[src/rtl/pipe_pkg.sv]
// Shared pipeline types and constants for the 5-stage MIPS core.
// Used by fetch_stage and the stage registers.
package pipe_pkg;

    localparam logic [31:0] RESET_PC_DEF = 32'h0000_3000;
    localparam logic [31:0] NOP = 32'h0000_0000;

    typedef enum logic {
        FETCH = 1'b0,
        HELD  = 1'b1
    } fetch_state_t;

    typedef struct packed {
        logic [31:0] instr;
        logic [31:0] pc;
        logic        valid;
        logic        exc_adel;
    } if_id_t;

endpackage

[src/rtl/fd_reg.sv]
// F/D pipeline register: load on en, bubble insert keeps the PC.
// Also reused for the later stage registers.
import pipe_pkg::*;

module fd_reg #(
    parameter logic [31:0] RESET_PC = RESET_PC_DEF
) (
    input  logic   clk,
    input  logic   rst_n,
    input  logic   en,
    input  logic   bubble,
    input  if_id_t d,
    output if_id_t q
);

    always_ff @(posedge clk or negedge rst_n) begin
        if (!rst_n) begin
            q <= '{instr: NOP, pc: RESET_PC, valid: 1'b0, exc_adel: 1'b0};
        end else if (en) begin
            if (bubble)
                q <= '{instr: NOP, pc: d.pc, valid: 1'b0, exc_adel: 1'b0};
            else
                q <= d;
        end
    end

endmodule

[src/rtl/fetch_stage.sv]
// F-stage: PC register, variable-latency imem fetch, F/D register.
// Define FETCH_ADDR_CHECK_EN to flag illegal fetch addresses.
import pipe_pkg::*;

module fetch_stage #(
    parameter logic [31:0] RESET_PC   = RESET_PC_DEF,
    parameter logic [31:0] IMEM_BASE  = 32'h0000_3000,
    parameter int          IMEM_WORDS = 4096
) (
    input  logic        clk,
    input  logic        reset,
    input  logic [31:0] npc,
    input  logic        stall,
    output logic [31:0] F_PC,
    output logic        imem_req,
    output logic [31:0] imem_addr,
    input  logic        imem_ack,
    input  logic [31:0] imem_rdata,
    output logic [31:0] D_instr,
    output logic [31:0] D_PC,
    output logic        D_valid,
    output logic        D_exc_adel,
    output logic        fetch_busy
);

    fetch_state_t state;
    logic [31:0]  pc_q;
    logic [31:0]  ibuf_q;
    logic         ibuf_exc_q;
    logic         addr_bad;
    logic         ack_eff;
    logic [31:0]  fetch_word;
    if_id_t       fd_d;
    if_id_t       fd_q;

`ifdef FETCH_ADDR_CHECK_EN
    localparam logic [32:0] IMEM_END =
        {1'b0, IMEM_BASE} + (33'(IMEM_WORDS) << 2);

    assign addr_bad = (pc_q[1:0] != 2'b00)
                    || (pc_q < IMEM_BASE)
                    || ({1'b0, pc_q} >= IMEM_END);
`else
    assign addr_bad = 1'b0;
`endif

    assign imem_req   = (state == FETCH) && !addr_bad;
    assign imem_addr  = pc_q;
    assign F_PC       = pc_q;
    // An illegal address completes at once as a flagged nop
    assign ack_eff    = (state == FETCH) && (addr_bad || imem_ack);
    assign fetch_word = addr_bad ? NOP : imem_rdata;
    assign fetch_busy = (state == FETCH) && !ack_eff;

    always_comb begin
        fd_d = '{instr: fetch_word, pc: pc_q,
                 valid: 1'b1, exc_adel: addr_bad};
        if (state == HELD)
            fd_d = '{instr: ibuf_q, pc: pc_q,
                     valid: 1'b1, exc_adel: ibuf_exc_q};
    end

    always_ff @(posedge clk or negedge reset) begin
        if (!reset) begin
            state      <= FETCH;
            pc_q       <= RESET_PC;
            ibuf_q     <= NOP;
            ibuf_exc_q <= 1'b0;
        end else begin
            unique case (state)
                FETCH: begin
                    if (ack_eff && stall) begin
                        ibuf_q     <= fetch_word;
                        ibuf_exc_q <= addr_bad;
                        state      <= HELD;
                    end else if (ack_eff) begin
                        pc_q <= npc;
                    end
                end
                HELD: begin
                    if (!stall) begin
                        pc_q  <= npc;
                        state <= FETCH;
                    end
                end
                default: state <= FETCH;
            endcase
        end
    end

    fd_reg #(.RESET_PC(RESET_PC)) u_fd_reg (
        .clk    (clk),
        .rst_n  (reset),
        .en     (!stall),
        .bubble ((state == FETCH) && !ack_eff),
        .d      (fd_d),
        .q      (fd_q)
    );

    assign D_instr    = fd_q.instr;
    assign D_PC       = fd_q.pc;
    assign D_valid    = fd_q.valid;
    assign D_exc_adel = fd_q.exc_adel;

endmodule

[config.mk]
export PLATFORM = sky130hd
export DESIGN_NAME = fetch_stage
export DESIGN_NICKNAME = d
export VERILOG_FILES = /design/src/rtl/pipe_pkg.sv /design/src/rtl/fd_reg.sv /design/src/rtl/fetch_stage.sv
export SDC_FILE = /design/constraint.sdc
export NUM_CORES = 1
export LEC_CHECK = 0
export ABC_AREA = 1
export BUFFER_PORTS_ARGS = -buffer_cell sky130_fd_sc_hd__buf_2
export CAP_MARGIN = 40
export CELL_PAD_IN_SITES_DETAIL_PLACEMENT = 1
export CELL_PAD_IN_SITES_GLOBAL_PLACEMENT = 1
export CORE_MARGIN = 5
export CORE_UTILIZATION = 36
export DETAILED_ROUTE_END_ITERATION = 12
export GPL_TIMING_DRIVEN = 0
export PLACE_DENSITY = 0.88
export SLEW_MARGIN = 20
export SYNTH_ARGS = -nofsm -noshare
export SYNTH_HDL_FRONTEND = slang
export SYNTH_SLANG_ARGS = --single-unit
export TNS_END_PERCENT = 30
[constraint.sdc]
create_clock -name clk -period 1.4 [get_ports clk]
set_input_delay 0.07 -clock clk [delete_from_list [all_inputs] [get_ports clk]]
set_output_delay 0.07 -clock clk [all_outputs]
set_load 0.05 [all_outputs]
Word level (Yosys, flattened, before mapping):

Cells that the tools add are included.

* equality and inequality tests: 3
* multiplexer cells: 9
* bitwise logic cells: 1
* reduce and logical (&&, ||, !) cells: 6

Operators with widths (count)
* $mux W66: 2
* $mux W32: 3
* $pmux W32 S2: 1
* $ne A2 B2 Y1 const B: 2
* $logic_and A1 B1 Y1: 3
* $reduce_and A3 Y1: 1
* $mux W1: 2
* $ne A2 B1 Y1 const B: 1
* $pmux W1 S2: 1
* $reduce_and A2 Y1: 1
* $logic_not A1 Y1: 1
* $not A1 Y1: 1

* flip-flop bits (word level): 131
* input bits: 68
* output and inout port bits: 132
* logic and storage cells: 26

Depth between registers and ports, before layout:

Gate-level depths: netlist of run 1.

* word-level depth: 5
* mapped depth: 7

Cells and area by module:

From an unflattened synthesis of run 1, not the netlist that was laid out.

* cells, all modules: 741
* area, all modules: 6098.3 um^2

By module, submodules not included
* fetch_stage: instances 1, cells an instance 458, area an instance 3565.9 um^2, sequential area each 1629.1 um^2
* fd_reg: instances 1, cells an instance 283, area an instance 2532.4 um^2, sequential area each 1654.1 um^2

Worst setup path before layout of run 1:

No wires, ideal clock.

* kind: register -> register
* start point: reg state
* end point: reg pc_q[10] (netlist: F_PC[10])
* setup time: 0.118 ns
* arrival time: 1.648 ns
* data required time: 1.282 ns
* setup slack: -0.366 ns
* cell stages (with the launch flop): 7
* buffers on the path: 2
* path through: dfrtp_1 -> buf_2 -> nor2_1 -> nor2_2 -> buf_2 -> nand2_1 -> nand2_1

* cells in the longest elaborated chain, start to end: 5
* elaborated cells between the ends (all ways): 8
* classes of those cells: 3 x eq/ne; 1 x mux; 1 x bitwise; 3 x reduce/logical

RTL lines
* start: declaration: line fetch_stage.sv:26 `fetch_state_t state;`
* start signal: assignment: line fetch_stage.sv:65 `state <= FETCH;`
* start signal: assignment: line fetch_stage.sv:75 `state <= HELD;`
* start signal: assignment: line fetch_stage.sv:83 `state <= FETCH;`
* $not A1 Y1
* $logic_and A1 B1 Y1: line fetch_stage.sv:51 `assign ack_eff = (state == FETCH) && (addr_bad || imem_ack);`
* $logic_and A1 B1 Y1: line fetch_stage.sv:72 `if (ack_eff && stall) begin`
* $ne A2 B2 Y1 (no source line)
* $reduce_and A3 Y1 (no source line)
* end signal: assignment: line fetch_stage.sv:77 `pc_q <= npc;`
* end signal: assignment: line fetch_stage.sv:82 `pc_q <= npc;`
* end: declaration: line fetch_stage.sv:27 `logic [31:0] pc_q;`

Parallel ways exist; a longest one is shown, timed or not.
A chain may end at the register's enable or synchronous reset.

Worst setup path in the final report of run 1:

* start point: reg state
* end point: out imem_req

* cells in the longest elaborated chain, start to end: 1

RTL lines
* $not A1 Y1
* end: declaration: line fetch_stage.sv:15 `output logic imem_req,`

No other way between the ends.

==> results by group, run 1 <==
Clock network
  • Clock latency at the later pin of the worst-skew pair: 0.41 ns
  • CTS root buf: clkbuf_16
  • Post-CTS setup buffers: 0
  • CTS tree: done
  • Clock buffer count from CTS: 17
  • Clock-pin slew on the worst setup and hold paths: 0.05 ns
  • CTS max path bufs: 2
  • H-tree levels: 4
  • Clk sinks: 130

Min path
  • Source of the worst hold timing path: imem_ack
  • Hold WC Path Type: input port to flip-flop

Drt
  • Routed Wire Length: 19.5 mm
  • WL per Instance: 17.6 um
  • DRC viols: 0
  • Via density: 4.85
  • ANT nets after route: 0
  • Iter 0 DRT Violations: 233
  • Vias: 5385
  • Initial DRT Pass Iterations: 4

STA
  • Worst slew pin tran: 0.561 ns
  • Endpoints failing setup: 0
  • Fin Clk Skew: 0.00680 ns
  • Fmax: 0.725 GHz
  • Hold Violations, Final: 0
  • Worst-case headroom to the max-slew limit: 62.6%
  • Crit path time final: 1.38 ns
  • Max Slew Vio Count: 0
  • RSZ-0062 raised after global routing: true
  • Tcrit/Tclk final: 98.5%

Setup path
  • Max Fanout on Critical Path: 10
  • Critical Path RT: 1.33 ns
  • Worst EP arrival: 1.31 ns
  • Worst R2R Start: state$_DFF_PN0_
  • Crit path launch: state$_DFF_PN0_
  • Crit path launch type: flip-flop
  • Critical Path End Type: primary output
  • Crit Path Category: flip-flop to primary output

Cells and area
  • Final nets: 977
  • Layout area overhead: 47.1%
  • Antenna cells: 0
  • Fin util: 53.4%
  • Register area: 3260 um^2
  • Fillers: 1796
  • Multi-input gate area: 1750 um^2
  • Fraction of layout cells with a size suffix above 1: 32.9%

Global routing
  • Total GRT Usage: 22.7%
  • Vias in the first global route: 5998
  • Largest net degree at the start of global routing: 71
  • Remaining global-route overflow: 0
  • Initial antenna violation count: 0
  • First-pass GRT wire length: 31.8 mm

Power and ir drop
  • Seq pwr share: 36.8%
  • Final Total Pwr: 12.7 mW
  • Clk pwr share: 33.4%
  • Peak VDD IR: 0.837 mV
  • Combinational share of power: 29.7%
  • P per Cell Area: 1590 nW/um^2
  • Internal: 7.91 mW
  • Psw: 4.77 mW
  • Pleak: 4.36 nW
  • Sw Share: 37.6%

Yosys
  • Syn Area/Cell: 8.66 um^2
  • Mapped cell area: 5430 um^2
  • Top post-synthesis cells by area: dfrtp_1, nand2_1, a21oi_1, buf_4, nand3_1
  • Synth Area in Adders: 0%
  • Post-synthesis sequential area ratio: 60.0%
  • Synth top area share: 58.0%
  • Netlist cell types: 14
  • Post-synthesis net count: 695
  • Main combinational cell family by area after synthesis: simple AND/OR/NAND/NOR gates
  • Leading area contributor after synthesis: dfrtp_1
  • Post-Synth Simple-Gate Area: 25.6%
  • Seq cells post-synth: 130
  • Compound-gate portion of the synthesized area: 6.06%
  • Post-synthesis cell count: 627
  • Mux cell area share after synthesis: 0%
  • Yosys Warn Count: 0
  • Xor and xnor area share after synthesis: 0%

Place
  • Port bufs: 197
  • Gpl congestion: 0.776
  • HPWL after DPL: 12.3 mm

Floorplan
  • Core area: 15000 um^2
  • Die Wd: 133 um
  • Chip height: 133 um
  • Ports: 200
  • Die area: 17600 um^2
  • Starting Density: 36.3%
  • Core Rows: 45

Run status
  • Run status: complete, no violations

Job
  • Max_cap viols: 0
-- synth_stat cells --
| master | n |
|---|---|
| buf_4 | 38 |
| nor2_1 | 34 |
| inv_2 | 3 |
| nand3_1 | 32 |
| nand3_2 | 1 |
| o21ai_2 | 1 |
| dfstp_2 | 4 |
| nand2_1 | 290 |
| clkbuf_1 | 6 |
| buf_2 | 26 |
| conb_1 | 1 |
| dfrtp_1 | 126 |
| nor2_2 | 1 |
| a21oi_1 | 64 |
-- cell families after synthesis --
| family | Yosys count |
|---|---|
| compound gates | 65 |
| buf+inv | 73 |
| flops | 130 |
| other cells | 1 |
| simple gates | 358 |
-- routing by layer --
| metal | wire [um] | track usage, % |
|---|---|---|
| met3 | 1160 | 6.05 |
| met2 | 10300 | 40.6 |
| met4 | 311 | 7.22 |
| met5 | 0 | 0 |
| met1 | 7760 | 26.5 |
-- through the flow --
stage / cell area [um^2] / hold slack (ns) / setup TNS, ns / std cells / setup WS (ns)
6_report: 7990 / 0.0535 / 0 / 1110 / 0.0210
3_3_place_gp: 6660 / 0.265 / -199.43 / 1012 / -1.57
2_1_floorplan: 5440 / -0.226 / 0 / 627 / 0.102
5_1_grt: 7990 / 0.0533 / -0.0946 / 1110 / -0.0473
4_1_cts: 7960 / 0.0263 / 0 / 1110 / 0.00268
3_5_place_dp: 6700 / 0.0305 / -0.257 / 1013 / -0.0302
-- area by class of cell --
cell class / instances / area share (%)
Timing Repair Buffer: 263 / 21.3
Inverter: 3 / 0.204
Clock buffer: 23 / 6.11
Tap cell: 188 / 2.94
Buffer: 70 / 5.87
Multi-Input combinational cell: 424 / 21.8
Clock inverter: 9 / 1.00
Sequential cell: 130 / 40.8
-- placed cells by master (no fill, tap or decap), types with 4 or more instances in the layout --
cell type      instances
buf_2                210
dlygate4sd3_1         65
a21oi_1               64
nand3_1               32
dfrtp_1              126
buf_4                 41
buf_8                  4
dfstp_2                4
clkbuf_4               5
clkbuf_16             17
clkbuf_8               4
nand2_1              290
nor2_1                33
clkinv_2               4
clkinvlp_4             4
clkbuf_1               8
-- final timing paths --
check                                        endpoint  slack [ns]  depth (start not counted)
max in group asynchronous   u_fd_reg.q[1]$_DFFE_PN0N_        0.50                          3
setup reg to reg           u_fd_reg.q[56]$_DFFE_PN0N_        0.04                          4
hold reg to reg            u_fd_reg.q[14]$_DFFE_PN1N_        0.46                          2
setup / recovery                             imem_req        0.02                          4
min in group asynchronous  u_fd_reg.q[38]$_DFFE_PN0N_        0.18                          2
hold / removal             u_fd_reg.q[34]$_DFFE_PN0N_        0.05                          3
-- power by group through the flow --
stage                     Clock (mW)  Sequential [mW]  Combinational (mW)
final                           4.24             4.67                3.77
after global routing            4.51             4.74                4.01
after CTS                       4.32             4.66                3.75
after detailed placement           0             4.71                3.57
after global placement             0             4.69                3.49
after floorplan                    0             5.94                1.30
-- flip-flops by register name (all words and copies together), names as in the netlist --
register and cells:
F_PC 32, ibuf_q 32, state 1, u_fd_reg.q 65
-- critical path: stages, from the launching register on --
cell	delay (ns)
dfrtp_1	0.37
buf_6	0.15
inv_6	0.09
buf_8	0.14
buf_8	0.15
-- repair_timing --
action / in CTS / in global routing
cloned: 0 / 0
pin swaps: 1 / 0
resized for setup: 15 / 8
hold buffers: 65 / 0
endpoints found under the hold margin: 156 / 0
endpoints found under the setup margin: 23 / 33
(Power assumes the default switching activity.)
==> inputs of run 2 (changes only) <==
BUFFER_PORTS_ARGS = not set   (was -buffer_cell sky130_fd_sc_hd__buf_2)
CORE_UTILIZATION = 45   (was 36)
DONT_BUFFER_PORTS = 1   (was not set)
PLACE_DENSITY = 0.86   (was 0.88)
==> results by group, run 2 (synthesized netlist as in run 1, its figures left out) <==
Clock network
  • CTS root buf: clkbuf_16
  • CTS max path bufs: 2
  • Clock latency at the later pin of the worst-skew pair: 0.42 ns
  • CTS tree: done
  • Clk sinks: 130
  • Clock buffer count from CTS: 17
  • H-tree levels: 4
  • Clock-pin slew on the worst setup and hold paths: 0.05 ns

Run status
  • Run status: finished with violations
  • Failing checks: hold timing, setup timing

STA
  • Endpoints failing setup: 30
  • RSZ-0062 raised after global routing: true
  • Hold Violations, Final: 130
  • Worst slew pin tran: 0.567 ns
  • Worst-case headroom to the max-slew limit: 62.2%
  • Fin worst setup slack: -0.0692 ns
  • Crit path time final: 1.47 ns
  • Max Slew Vio Count: 0
  • Worst hold slack: -0.656 ns
  • Fin Clk Skew: 0.0107 ns
  • Fmax: 0.681 GHz
  • Tcrit/Tclk final: 105%

Power and ir drop
  • Peak VDD IR: 0.887 mV
  • Pleak: 3.58 nW
  • P per Cell Area: 1710 nW/um^2

Setup path
  • Critical Path RT: 1.70 ns
  • R2R cell count: 6
  • Crit Path Category: flip-flop to flip-flop
  • Critical Path End Type: flip-flop
  • Worst EP arrival: 1.77 ns
  • Worst R2R Start: state$_DFF_PN0_
  • Crit path launch type: flip-flop
  • R2R Path End: F_PC[20]$_DFFE_PN0P_
  • Max Fanout on Critical Path: 8
  • Reg2Reg Setup Slack: -0.07 ns

Floorplan
  • Starting Density: 45.6%
  • Die Wd: 120 um
  • Ports: 200
  • Core Rows: 40
  • Chip height: 120 um
  • Die area: 14400 um^2
  • Core area: 11900 um^2

Cells and area
  • Most common cell after layout, fill and taps aside: nand2_1
  • Final instance area: 7160 um^2
  • Layout area overhead: 31.8%
  • Non-filler instance count after layout: 879
  • Fraction of layout cells with a size suffix above 1: 25.2%
  • Reg with most FFs: u_fd_reg.q
  • Final nets: 786
  • Max reg flops: 65
  • Most frequent cells in the layout: nand2_1, dfrtp_1, dlygate4sd3_1

Drt
  • WL per Instance: 22.1 um
  • Via density: 5.58
  • DRC viols: 0
  • Iter 0 DRT Violations: 344
  • Initial DRT Pass Iterations: 5
  • Vias: 4902
  • ANT nets after route: 0
  • Routed Wire Length: 19.5 mm

Global routing
  • Remaining global-route overflow: 0
  • Initial antenna violation count: 0
  • Met2 global-route usage: 48.0%
  • First-pass GRT wire length: 30.2 mm
  • Total GRT Usage: 27.2%
  • Grt met3 use: 9.00%
  • GR Util met1: 30.4%
  • Vias in the first global route: 5506
  • Most Crowded Layer GR: met2
  • Largest net degree at the start of global routing: 131

Min path
  • Hold WC Path Type: input port to async pin

Job
  • Max_cap viols: 0

Place
  • Placed cells: 774
  • Port bufs: 0
  • HPWL after DPL: 11.1 mm
  • Cell Area, Placed: 5620 um^2
  • Gpl congestion: 0.797
-- run 2: cell count changes in the layout (fill, tap and decap cells not counted), sizes merged --
cell and change:
diode +1, buf -186, clkbuf -1, clkinvlp -4
-- run 2: worst max-delay path: stages (launching register included) --
cell     delay [ns]
dfrtp_1        0.37
buf_6          0.14
nor2_4         0.37
nor2_4         0.15
buf_6          0.18
nand2_4        0.07
nand2_2        0.06
-- run 2: per-stage QoR --
stage	worst slack, ns	setup TNS, ns	util (%)	power (mW)
floorplan	0.102	0	-	7.24
global placement	-0.140	-3.34	47.2	7.53
detailed placement	-0.167	-4.40	47.2	7.63
CTS	-0.0348	-0.451	58.8	12.1
global route	-0.112	-2.82	60.1	12.6
finish	-0.0692	-0.796	60.1	12.2
-- run 2: power by group --
part	internal [mW]	leakage, nW	switching [mW]
combinational	0.660	1.75	1.25
sequential	4.30	1.56	1.81
clock	2.62	0.275	1.61
total	7.57	3.58	4.67
-- run 2: area by class of cell --
| cell class | instances | area, um^2 |
|---|---|---|
| Multi-Input combinational cell | 424 | 1910 |
| Tap cell | 147 | 184 |
| Buffer | 70 | 485 |
| Clock buffer | 27 | 503 |
| Inverter | 3 | 11.3 |
| Sequential cell | 130 | 3300 |
| Antenna cell | 1 | 2.50 |
| Fill cell | 1335 | 4750 |
| Clock inverter | 5 | 50.0 |
| Timing Repair Buffer | 72 | 714 |
-- run 2: repair_timing --
| item | 4_1_cts | 5_1_grt |
|---|---|---|
| hold buffers | 64 | 1 |
| gates cloned | 3 | 0 |
| setup endpoints to repair | 73 | 56 |
| setup buffers | 3 | 1 |
| pin swaps | 2 | 3 |
| gates resized for setup | 68 | 44 |
| endpoints found under the hold margin | 226 | 131 |
-- run 2: how the worst max path moves through the flow --
stage | from | end | slack (ns) | depth (start not counted)
global placement | state$_DFF_PN0_ | F_PC[16]$_DFFE_PN0P_ | -0.14 | 6
global route | state$_DFF_PN0_ | F_PC[14]$_DFFE_PN0P_ | -0.11 | 6
floorplan | state$_DFF_PN0_ | F_PC[10]$_DFFE_PN0P_ | 0.10 | 6
CTS | state$_DFF_PN0_ | F_PC[14]$_DFFE_PN0P_ | -0.03 | 6
detailed placement | state$_DFF_PN0_ | F_PC[1]$_DFFE_PN0P_ | -0.17 | 6
finish | state$_DFF_PN0_ | F_PC[20]$_DFFE_PN0P_ | -0.07 | 6
-- run 2: layer usage --
metal | wire length (um) | vias to the layer above | part of all wire, %
li1 | - | 2121 | -
met1 | 7260 | 2510 | 37
met2 | 10200 | 224 | 52
met3 | 1540 | 47 | 7.9
met4 | 492 | 0 | 2.5
met5 | 0 | - | 0
